## src/rtl/spike_collector.sv

```systemverilog
`default_nettype none
// +--------------------------------------------------------------------------------+
// | spike_collector : output spike FIFO, saturating class counters, argmax result    |
// | Revision 1.0                                                                      |
// +--------------------------------------------------------------------------------+
module spike_collector #(
  parameter int M          = 8,
  parameter int N_CLASS    = 10,
  parameter int CLASS_BASE = 246,
  parameter int CNT_W      = 8,
  parameter int CLS_W      = 4,
  parameter int FIFO_DEPTH = 16
) (
  input  logic             clk_i,
  input  logic             rst_i,
  input  logic             spike_pushback_i,
  input  logic [M-1:0]     spike_pushback_addr_i,
  input  logic             inference_done_i,
  input  logic             clear_i,
  input  logic             fifo_rd_ready_i,
  output logic             fifo_rd_valid_o,
  output logic [M-1:0]     fifo_rd_addr_o,
  output logic             fifo_overflow_o,
  output logic             busy_o,
  output logic             result_valid_o,
  output logic [CLS_W-1:0] result_class_o,
  output logic [CNT_W-1:0] result_count_o
);

  localparam int PTR_W = $clog2(FIFO_DEPTH);

  localparam logic [1:0] S_COLLECT = 2'd0;
  localparam logic [1:0] S_SCAN    = 2'd1;
  localparam logic [1:0] S_DONE    = 2'd2;

  localparam logic [M:0]       C_BASE = (M+1)'(CLASS_BASE);
  localparam logic [M:0]       C_END  = (M+1)'(CLASS_BASE + N_CLASS);
  localparam logic [CLS_W-1:0] C_LAST = CLS_W'(N_CLASS - 1);
  localparam logic [PTR_W:0]   C_FULL = (PTR_W+1)'(FIFO_DEPTH);

  // Clear is a soft reset: both flush every piece of state.
  logic w_flush;
  assign w_flush = rst_i | clear_i;

  // ---------------- spike-address FIFO ----------------
  logic [M-1:0]     mem_q [FIFO_DEPTH];
  logic [PTR_W-1:0] wr_ptr_q, rd_ptr_q;
  logic [PTR_W:0]   occ_q, occ_d;
  logic             ovf_q;
  logic             w_pop, w_full, w_push;

  assign w_pop  = (occ_q != '0) && fifo_rd_ready_i;
  assign w_full = (occ_q == C_FULL);
  assign w_push = spike_pushback_i && (!w_full || w_pop);

  always_comb begin
    occ_d = occ_q;
    if (w_push && !w_pop)      occ_d = occ_q + 1'b1;
    else if (w_pop && !w_push) occ_d = occ_q - 1'b1;
  end

  always_ff @(posedge clk_i) begin
    if (w_flush) begin
      wr_ptr_q <= '0;
      rd_ptr_q <= '0;
      occ_q    <= '0;
      ovf_q    <= 1'b0;
    end else begin
      if (w_push) wr_ptr_q <= wr_ptr_q + 1'b1;
      if (w_pop)  rd_ptr_q <= rd_ptr_q + 1'b1;
      occ_q <= occ_d;
      if (spike_pushback_i && !w_push) ovf_q <= 1'b1;
    end
  end

  // Storage needs no reset; the head is masked while the FIFO is empty.
  always_ff @(posedge clk_i) begin
    if (!w_flush && w_push) mem_q[wr_ptr_q] <= spike_pushback_addr_i;
  end

  assign fifo_rd_valid_o = (occ_q != '0);
  assign fifo_rd_addr_o  = fifo_rd_valid_o ? mem_q[rd_ptr_q] : '0;
  assign fifo_overflow_o = ovf_q;

  // ---------------- class counters ----------------
  logic [1:0]             state_q, state_d;
  logic [M:0]             w_addr_ext;
  logic                   w_in_range, w_cnt_en;
  logic [CLS_W-1:0]       w_cls_idx;
  logic [N_CLASS*CNT_W-1:0] w_cnt_flat;

  assign w_addr_ext = {1'b0, spike_pushback_addr_i};
  assign w_in_range = (w_addr_ext >= C_BASE) && (w_addr_ext < C_END);
  assign w_cls_idx  = CLS_W'(spike_pushback_addr_i - C_BASE[M-1:0]);
  assign w_cnt_en   = (state_q == S_COLLECT) && spike_pushback_i && w_in_range;

  for (genvar k = 0; k < N_CLASS; k++) begin : g_cnt
    logic [CNT_W-1:0] cnt_q;
    logic             w_hit;

    assign w_hit = w_cnt_en && (w_cls_idx == CLS_W'(k));

    always_ff @(posedge clk_i) begin
      if (w_flush)                  cnt_q <= '0;
      else if (w_hit && cnt_q != '1) cnt_q <= cnt_q + 1'b1;
    end

    assign w_cnt_flat[k*CNT_W +: CNT_W] = cnt_q;
  end

  // ---------------- argmax scan FSM ----------------
  logic [CLS_W-1:0] scan_idx_q, scan_idx_d;
  logic [CLS_W-1:0] best_idx_q, best_idx_d;
  logic [CNT_W-1:0] best_cnt_q, best_cnt_d;
  logic [CNT_W-1:0] w_scan_cnt;

  always_comb begin
    w_scan_cnt = '0;
    for (int k = 0; k < N_CLASS; k++) begin
      if (scan_idx_q == CLS_W'(k)) w_scan_cnt = w_cnt_flat[k*CNT_W +: CNT_W];
    end
  end

  always_comb begin
    state_d    = state_q;
    scan_idx_d = scan_idx_q;
    best_idx_d = best_idx_q;
    best_cnt_d = best_cnt_q;
    case (state_q)
      S_COLLECT: begin
        if (inference_done_i) begin
          state_d    = S_SCAN;
          scan_idx_d = '0;
        end
      end
      S_SCAN: begin
        // Strict compare keeps the lowest index on ties; index 0 seeds the best.
        if (scan_idx_q == '0 || w_scan_cnt > best_cnt_q) begin
          best_idx_d = scan_idx_q;
          best_cnt_d = w_scan_cnt;
        end
        if (scan_idx_q == C_LAST) state_d = S_DONE;
        else                      scan_idx_d = scan_idx_q + 1'b1;
      end
      S_DONE:  ;
      default: state_d = S_COLLECT;
    endcase
  end

  always_ff @(posedge clk_i) begin
    if (w_flush) begin
      state_q    <= S_COLLECT;
      scan_idx_q <= '0;
      best_idx_q <= '0;
      best_cnt_q <= '0;
    end else begin
      state_q    <= state_d;
      scan_idx_q <= scan_idx_d;
      best_idx_q <= best_idx_d;
      best_cnt_q <= best_cnt_d;
    end
  end

  assign busy_o         = (state_q == S_SCAN);
  assign result_valid_o = (state_q == S_DONE);
  assign result_class_o = result_valid_o ? best_idx_q : '0;
  assign result_count_o = result_valid_o ? best_cnt_q : '0;

endmodule
`default_nettype wire

```

## config.mk

```make
export PLATFORM = sky130hd
export DESIGN_NAME = spike_collector
export DESIGN_NICKNAME = d
export VERILOG_FILES = /design/src/rtl/spike_collector.sv
export SDC_FILE = /design/constraint.sdc
export NUM_CORES = 1
export LEC_CHECK = 0
export ABC_CLOCK_PERIOD_IN_PS = 5210
export CORE_MARGIN = 8
export CORE_UTILIZATION = 55
export DETAILED_ROUTE_END_ITERATION = 6
export PLACE_DENSITY_LB_ADDON = 0.15
export SLEW_MARGIN = 15
export SYNTH_ARGS = -nofsm -noshare
export SYNTH_HDL_FRONTEND = slang
export SYNTH_SLANG_ARGS = --single-unit
```

## constraint.sdc

```tcl
create_clock -name clk_i -period 5.21 [get_ports clk_i]
set_input_delay 1.042 -clock clk_i [delete_from_list [all_inputs] [get_ports clk_i]]
set_output_delay 1.042 -clock clk_i [all_outputs]
set_load 0.02 [all_outputs]
```

* Word level (Yosys, flattened, before mapping) *
Memories as Yosys holds them, arrays and structs flattened. A register that Yosys moved wholly into a read port is not among the register bits.
Index checks and enable logic that the tools add are counted.
Widths: inputs -> output; s select.

storage, ports and cells
  bits in registers = 112
  RAM bits = 128
  input port bits = 14
  output and inout bits = 24
  logic and storage cells = 143
  memories kept = 1

cells by class
  $add $sub $neg = 16
  order comparisons = 3
  eq/ne operators = 34
  muxes and demuxes = 25
  bitwise gates (word level) = 2
  reduce and logical (&&, ||, !) cells = 44

memory list
  memory  words  bits a word  rd ports  clocked after Yosys merged registers in  write ports  line  source
  mem_q   16     8            1         1                                        1            46    logic [M-1:0] mem_q [FIFO_DEPTH];

operators with widths
  operator             number
  $mux 8               12
  $add 8x1->8 const B  10
  $ne 8x8->1 const B   10
  $eq 4x3->1 const B   8
  $logic_and 1x1->1    29
  $mux 4               5
  $eq 4x2->1 const B   4
  $eq 4x4->1 const B   4
  $add 4x1->4 const B  3
  $mux 5               2
  $lt 8x9->1 const B   1
  $eq 4x1->1 const B   2
  $ge 8x8->1 const B   1
  $gt 8x8->1           1
  $logic_not 4->1      2
  $pmux 4 s2           1
  $pmux 2 s3           1
  $reduce_and 3->1     2
  $add 5x1->5 const B  1
  $eq 5x5->1 const B   1
  $reduce_bool 5->1    1
  $sub 5x1->5 const B  1
  $logic_not 1->1      4
  $mux 2               2
  other kinds (12)     16

* Longest topological paths before layout *
Gate-level depths: netlist (run 1).

  depth after elaboration = 14
  depth in mapped cells = 16
  depth with buffers taken out = 15

* Worst setup path before layout (run 1) *
No wires, ideal clock.

  kind = reg-to-reg
  from = register scan_idx_q[0]
  to = register best_cnt_q[0]
  library setup time = 117 ps
  data arrival time = 3108 ps
  data required time = 5093 ps
  path slack = 1985 ps
  stages on the path, launching flop included = 17
  path buffers = 3
  clock period less this slack = 3225 ps
  path through = dfxtp_1 -> inv_1 -> ha_1 -> buf_2 -> nor2b_1 -> buf_2 -> a221oi_1 -> o22ai_1 -> a22oi_1 -> o21ai_1 -> ha_1 -> a211o_1 -> a31oi_1 -> nand4_1 -> and4_1 -> clkbuf_1 -> a22o_1

between the ends
  longest elaborated chain between the ends = 14
  elaborated cells on any way between the ends = 23
  classes of those cells = 1 x order compare; 9 x eq/ne; 10 x mux; 3 x reduce/logical

ends and longest elaborated chain
  element                              line  source
  from (decl)                          112   logic [CLS_W-1:0] scan_idx_q, scan_idx_d;
  from (signal assigned)               158   scan_idx_q <= scan_idx_d;
  $logic_not 4->1                      120   if (scan_idx_q == CLS_W'(k)) w_scan_cnt = w_cnt_flat[k*CNT_W +: CNT_W];
  $mux 8 (9 in a row)                  120
  $mux 8 *                             120
  net w_scan_cnt[4]                    115   logic [CNT_W-1:0] w_scan_cnt;
  $gt 8x8->1 *                         138   if (scan_idx_q == '0 || w_scan_cnt > best_cnt_q) begin
  $logic_or 1x1->1 *                   138
  $reduce_and 2->1 (no source line) *  -
  to (signal assigned)                 160   best_cnt_q <= best_cnt_d;
  to (decl)                            114   logic [CNT_W-1:0] best_cnt_q, best_cnt_d;

Mark *: on every way through the listed nets, which the timed path passes. The rest lies on a longest branch.
A chain may end at the register's enable or synchronous reset.

==> run summary, run 1 <==
vias in the first global route -> 7250
Pre-Repair DR Iteration Count -> 5
row count -> 52
max_cap viols -> 0
critical hold path startpoint -> best_idx_q[2]
number of synthesized flops with an enable pin -> 128
Netlist Area Pre-Place -> 11300 um^2
CTS tree -> built
worst min path class -> flop to flop
register area share after synthesis -> 0.546
Final Wtd Congestion -> 0.910
Yosys reg bits -> 244
WS Path Type -> flop to output port
Required @ worst endpoint -> 4.17 ns
final setup fails -> 0
CP Max Fanout -> 24
FMAX -> 0.227 GHz
Leak -> 0.00436 uW
Root Buffer -> clkbuf_16
Final Critical Period -> 4.41 ns
largest family of logic cells by synthesized area -> simple AND/OR/NAND/NOR gates
Comb power frac -> 0.077
Power per Cell Area -> 325 nW/um^2
Fillers -> 1603
ranking of synthesized cells by area -> edfxtp_1 (34%), dfxtp_1 (21%), mux4_1 (5.6%), xor2_1 (4.6%), nor2_1 (4.0%)
status -> complete, no violations
Tcrit/Tclk final -> 0.847
post-place setup slack -> 1.02 ns
first-pass GRT wire length -> 39800 um
RSZ-0062 raised after global routing -> no
Reg power frac -> 0.497
largest net degree at the start of global routing -> 79
PnR worst setup slack -> 0.799 ns
1st-iter DRT viols -> 663
Layout Utilization -> 0.628
total grt overflow -> 0
post-synthesis mux area share -> 0.0967
Synth Area in XOR/XNOR -> 0.0621
Critical R2R Launch -> scan_idx_q[1]
Total GRT Usage -> 0.193
vias per cell -> 5.84
Post-Synth Adder-Cell Area -> 0.0373
sw frac -> 0.223
Initial Utilization -> 0.559
Core Region -> 20200 um^2
# nets final -> 1026
DRC -> 0
CP Launch Type -> flop
post-route ant nets -> 0
total number of yosys warnings -> 0
CTS resizes -> 0
simple-gate share of the synthesized area -> 0.148
Setup Skew -> 0.00940 ns
number of H-tree levels -> 1
CTS clk-pin slew, worst paths -> 0.06 ns
Synth cell types -> 56
initial antenna violation count -> 1
Die ar. -> 25400 um^2
cell count after synthesis -> 951
CP Capture Type -> output port
Fin. Hold Viols -> 0
Placement Cell Area -> 11800 um^2
CTS Sinks -> 244
area leader, netlist -> edfxtp_1
relative slew slack -> 0.328
count leader, synth -> edfxtp_1
Hold Buf Count CTS -> 0
io pins -> 38
Net Switching -> 919 uW
HPWL after DPL -> 16800 um
Int Power -> 3200 uW
count of non-filler cells in the finished layout -> 1269
IO Port Bufs -> 37
Max VDD drop -> 214 uV
Max Slew Vio Count -> 0
number of antenna diodes -> 0
drt total wl -> 24800 um
Layout area overhead -> 12.3%
ratio of cells with drive above 1 in the final layout -> 0.0731
critical path arrival -> 3.37 ns
CTS max path bufs -> 3
Worst Tran Pin Value -> 1.00 ns
Post-Syn Nets -> 998
worst-skew pair later-pin latency -> 0.52 ns
Commonest cells post-synth -> edfxtp_1 (128), nor2_1 (119), dfxtp_1 (116)
ys flop type -> edfxtp_1
top cell type's share of synthesized area -> 0.341
Syn Area/Cell -> 11.9 um^2
via count -> 7410
WL per Instance -> 19.5 um
CTS Buf Count -> 26
Fin Setup TNS -> 0 ns
asr flop ratio synth -> 0
Compound-Gate Fraction of Synth Area -> 0.0804
post-route cell area -> 12700 um^2
Die H -> 159 um
placed cell count -> 1221
clock power share -> 0.426
Die W -> 159 um
Post-CTS Setup Bufs -> 0
-- power by group through the flow --
| stage | clock network, uW | registers (uW) | logic (uW) |
|---|---|---|---|
| after detailed placement | 0 | 2090 | 320 |
| final | 1760 | 2050 | 318 |
| after floorplan | 0 | 2080 | 217 |
| after global placement | 0 | 2090 | 316 |
| after CTS | 1790 | 2050 | 323 |
| after global routing | 1880 | 2050 | 347 |
-- flip-flops by register name, summed over array words and instances (netlist names), named ones only --
signal           count
best_cnt_q           8
best_idx_q           4
fifo_overflow_o      1
g_cnt.cnt_q         80
mem_q              128
occ_q                5
rd_ptr_q             4
scan_idx_q           4
state_q              2
wr_ptr_q             4
-- cell families after synthesis --
| family | count (synthesis) |
|---|---|
| flops | 244 |
| simple gates | 336 |
| mux | 50 |
| compound gates | 138 |
| xor+xnor | 80 |
| fa+ha+maj | 33 |
| buf+inv | 70 |
-- cells in the final DEF (no fill, tap or decap), types with 28 or more instances in the layout --
cell	netlist	layout
xor2_1	59	59
clkdlybuf4s50_1	0	37
o21ai_0	38	38
ha_1	32	32
edfxtp_1	128	128
and3_1	30	30
nand4_1	44	44
clkbuf_16	0	28
nor2_1	119	119
nand2_1	55	55
dfxtp_1	116	115
-- path summary, 6_finish.rpt --
path	end	depth (start not counted)	slack [ns]
max	fifo_rd_addr_o[1]	5	0.80
min	best_idx_q[2]	2	0.47
max reg2reg	best_cnt_q[1]	13	0.93
min reg2reg	best_idx_q[2]	2	0.47
-- final cells by class --
type                    count  area [um^2]  share of cell area
clock buffers              40          777              0.0613
clock inverters             8         43.8             0.00346
multi-input cells         637         4810               0.379
inverters                  22         82.6             0.00652
flip-flops and latches    244         6170               0.487
well taps                 270          338              0.0267
repair buffers             48          453              0.0358
-- critical path, stage by stage (launching register included) --
cell             delay [ns]
dfxtp_2                0.52
buf_4                  0.45
mux4_1                 0.66
mux4_2                 0.51
and2_1                 0.17
clkdlybuf4s50_1        0.53
-- metal layers --
layer	track usage	routed length, um	up-vias
met5	0	13	-
met4	0.0536	529	2
met3	0.0300	1220	44
met2	0.341	12500	186
met1	0.241	10500	3583
li1	-	-	3595
-- per-stage QoR --
| stage | hold slack [ns] | power [uW] |
|---|---|---|
| 2_1_floorplan | 0.435 | 2300 |
| 3_3_place_gp | 0.461 | 2400 |
| 3_5_place_dp | 0.456 | 2410 |
| 4_1_cts | 0.476 | 4160 |
| 5_1_grt | 0.510 | 4270 |
| 6_report | 0.470 | 4120 |
(Power assumes the default switching activity.)
==> run 2, diff against run 1 <==
--- a/config.mk
+++ b/config.mk
@@ -5,7 +5,7 @@
 export SDC_FILE = /design/constraint.sdc
 export NUM_CORES = 1
 export LEC_CHECK = 0
-export ABC_CLOCK_PERIOD_IN_PS = 5210
+export ABC_CLOCK_PERIOD_IN_PS = 3800
 export CORE_MARGIN = 8
 export CORE_UTILIZATION = 55
 export DETAILED_ROUTE_END_ITERATION = 6
==> constraint.sdc (replaced) <==
create_clock -name clk_i -period 3.8 [get_ports clk_i]
set_input_delay 0.76 -clock clk_i [delete_from_list [all_inputs] [get_ports clk_i]]
set_output_delay 0.76 -clock clk_i [all_outputs]
set_load 0.02 [all_outputs]
==> run summary, run 2 (synthesis results as in run 1) <==
status -> complete, no violations
Root Buffer -> clkbuf_16
via count -> 7622
critical path arrival -> 2.97 ns
HPWL after DPL -> 17700 um
FF-to-FF End -> best_cnt_q[1]
flop2flop setup slack -> 0.24 ns
first-pass GRT wire length -> 40500 um
total grt overflow -> 0
relative slew slack -> 0.461
Initial Utilization -> 0.559
Total GRT Usage -> 0.198
IO Port Bufs -> 37
Fin. Hold Viols -> 0
worst-skew pair later-pin latency -> 0.53 ns
Die W -> 159 um
WHS Path Cells -> 2
crit path max-delay cell type -> mux4_1
Hold Path Sink -> fifo_overflow_o
WL per Instance -> 19.9 um
# nets final -> 1056
largest net degree at the start of global routing -> 71
1st-iter DRT viols -> 548
most common library cell in the layout ignoring fill and taps -> edfxtp_1
post-route ant nets -> 0
Worst Path Buf+Inv -> 2
FMAX -> 0.268 GHz
Fin Setup TNS -> 0 ns
Layout area overhead -> 14.1%
max_cap viols -> 0
vias in the first global route -> 7342
Leak -> 0.00450 uW
number of antenna diodes -> 0
WS Path Type -> flop to output port
CTS tree -> built
vias per cell -> 5.89
most frequent cells in the layout -> edfxtp_1 (128), nor2_1 (119), dfxtp_1 (115), xor2_1 (59), nand2_1 (55)
Reg2Reg Depth -> 14
ratio of cells with drive above 1 in the final layout -> 0.101
DRC -> 0
Final Wtd Congestion -> 0.945
Max VDD drop -> 369 uV
Setup Skew -> 0.0158 ns
Max Slew Vio Count -> 0
CTS Buf Count -> 26
placed cell count -> 1250
CP Capture Type -> output port
CTS max path bufs -> 3
CTS Sinks -> 244
Worst Tran Pin Value -> 0.809 ns
Power per Cell Area -> 436 nW/um^2
CP Max Fanout -> 16
Final Hold Slack -> 0.470 ns
Core Region -> 20200 um^2
Die ar. -> 25400 um^2
number of H-tree levels -> 1
Largest Register -> mem_q
Final Critical Period -> 3.73 ns
count of non-filler cells in the finished layout -> 1294
slowest cell delay on critical path -> 0.62 ns
final setup fails -> 0
row count -> 52
Required @ worst endpoint -> 3.04 ns
RSZ-0062 raised after global routing -> no
critical path, cell by cell -> buf_12, mux4_1, mux4_2, and2_1, clkdlybuf4s50_1
Post-CTS Setup Bufs -> 0
max reg flops -> 128
worst min path class -> flop to flop
Critical R2R Launch -> scan_idx_q[0]
critical hold path startpoint -> fifo_overflow_o
io pins -> 38
initial antenna violation count -> 0
CP Launch Type -> flop
drt total wl -> 25700 um
Tcrit/Tclk final -> 0.981
Pre-Repair DR Iteration Count -> 5
CTS clk-pin slew, worst paths -> 0.06 ns
Top delay family on crit path -> multiplexers
leading registers by flop count -> mem_q: 128 flops, g_cnt.cnt_q: 80 flops, best_cnt_q: 8 flops
Die H -> 159 um
run 2: cell count changes in the layout (fill, tap and decap cells not counted), moves of 3 or more:
cell / change
buf_4: +28
clkbuf_1: -3
clkinv_1: +3
mux4_1: -4
mux4_2: +4
run 2: repair_timing:
action,4_1_cts,5_1_grt
setup endpoints to repair,8,16
resized for setup,1,8
hold buffers,0,0
cloned,0,1
run 2: layout make-up:
cell class | instances | area [um^2]
fill | 1605 | 7300
clock inverter | 11 | 91.3
tap | 270 | 338
inverter | 22 | 86.3
timing repair buffer | 78 | 713
multi-input combinational | 637 | 4790
clock buffer | 32 | 683
sequential | 244 | 6170
run 2: worst max-delay path by stage:
| stage | from | endpoint | cells past startpoint |
|---|---|---|---|
| floorplan | scan_idx_q[0] | best_cnt_q[0] | 16 |
| global placement | scan_idx_q[0] | best_cnt_q[2] | 13 |
| detailed placement | scan_idx_q[0] | best_cnt_q[3] | 13 |
| CTS | flop | fifo_rd_addr_o[3] | 5 |
| global route | flop | fifo_rd_addr_o[0] | 5 |
| finish | flop | fifo_rd_addr_o[1] | 5 |
run 2: where the power goes:
| part | leakage [uW] | switching (uW) | internal [uW] |
|---|---|---|---|
| clock | 0.000374 | 1000 | 1330 |
| combinational | 0.00204 | 258 | 217 |
| sequential | 0.00209 | 16.8 | 2790 |
| total | 0.00450 | 1280 | 4340 |
run 2: stage by stage:
step | power (uW) | instance area (um^2) | setup WS (ns) | utilization
after floorplan | 3150 | 11300 | 0.575 | -
after global placement | 3320 | 12100 | 0.251 | 0.598
after detailed placement | 3330 | 12100 | 0.0133 | 0.598
after CTS | 5660 | 12800 | 0.00268 | 0.637
after global routing | 5800 | 12900 | 0.000805 | 0.638
final | 5610 | 12900 | 0.0704 | 0.638
run 2: per-layer routing:
metal	wire (um)	track usage
met1	10600	0.245
met2	12900	0.350
met3	1440	0.0282
met4	835	0.0673
met5	0	0
run 2: worst min-delay path, cell delays in order (launching register included):
cell     delay [ns]
dfxtp_1        0.32
a21oi_1        0.04
nor2_1         0.07
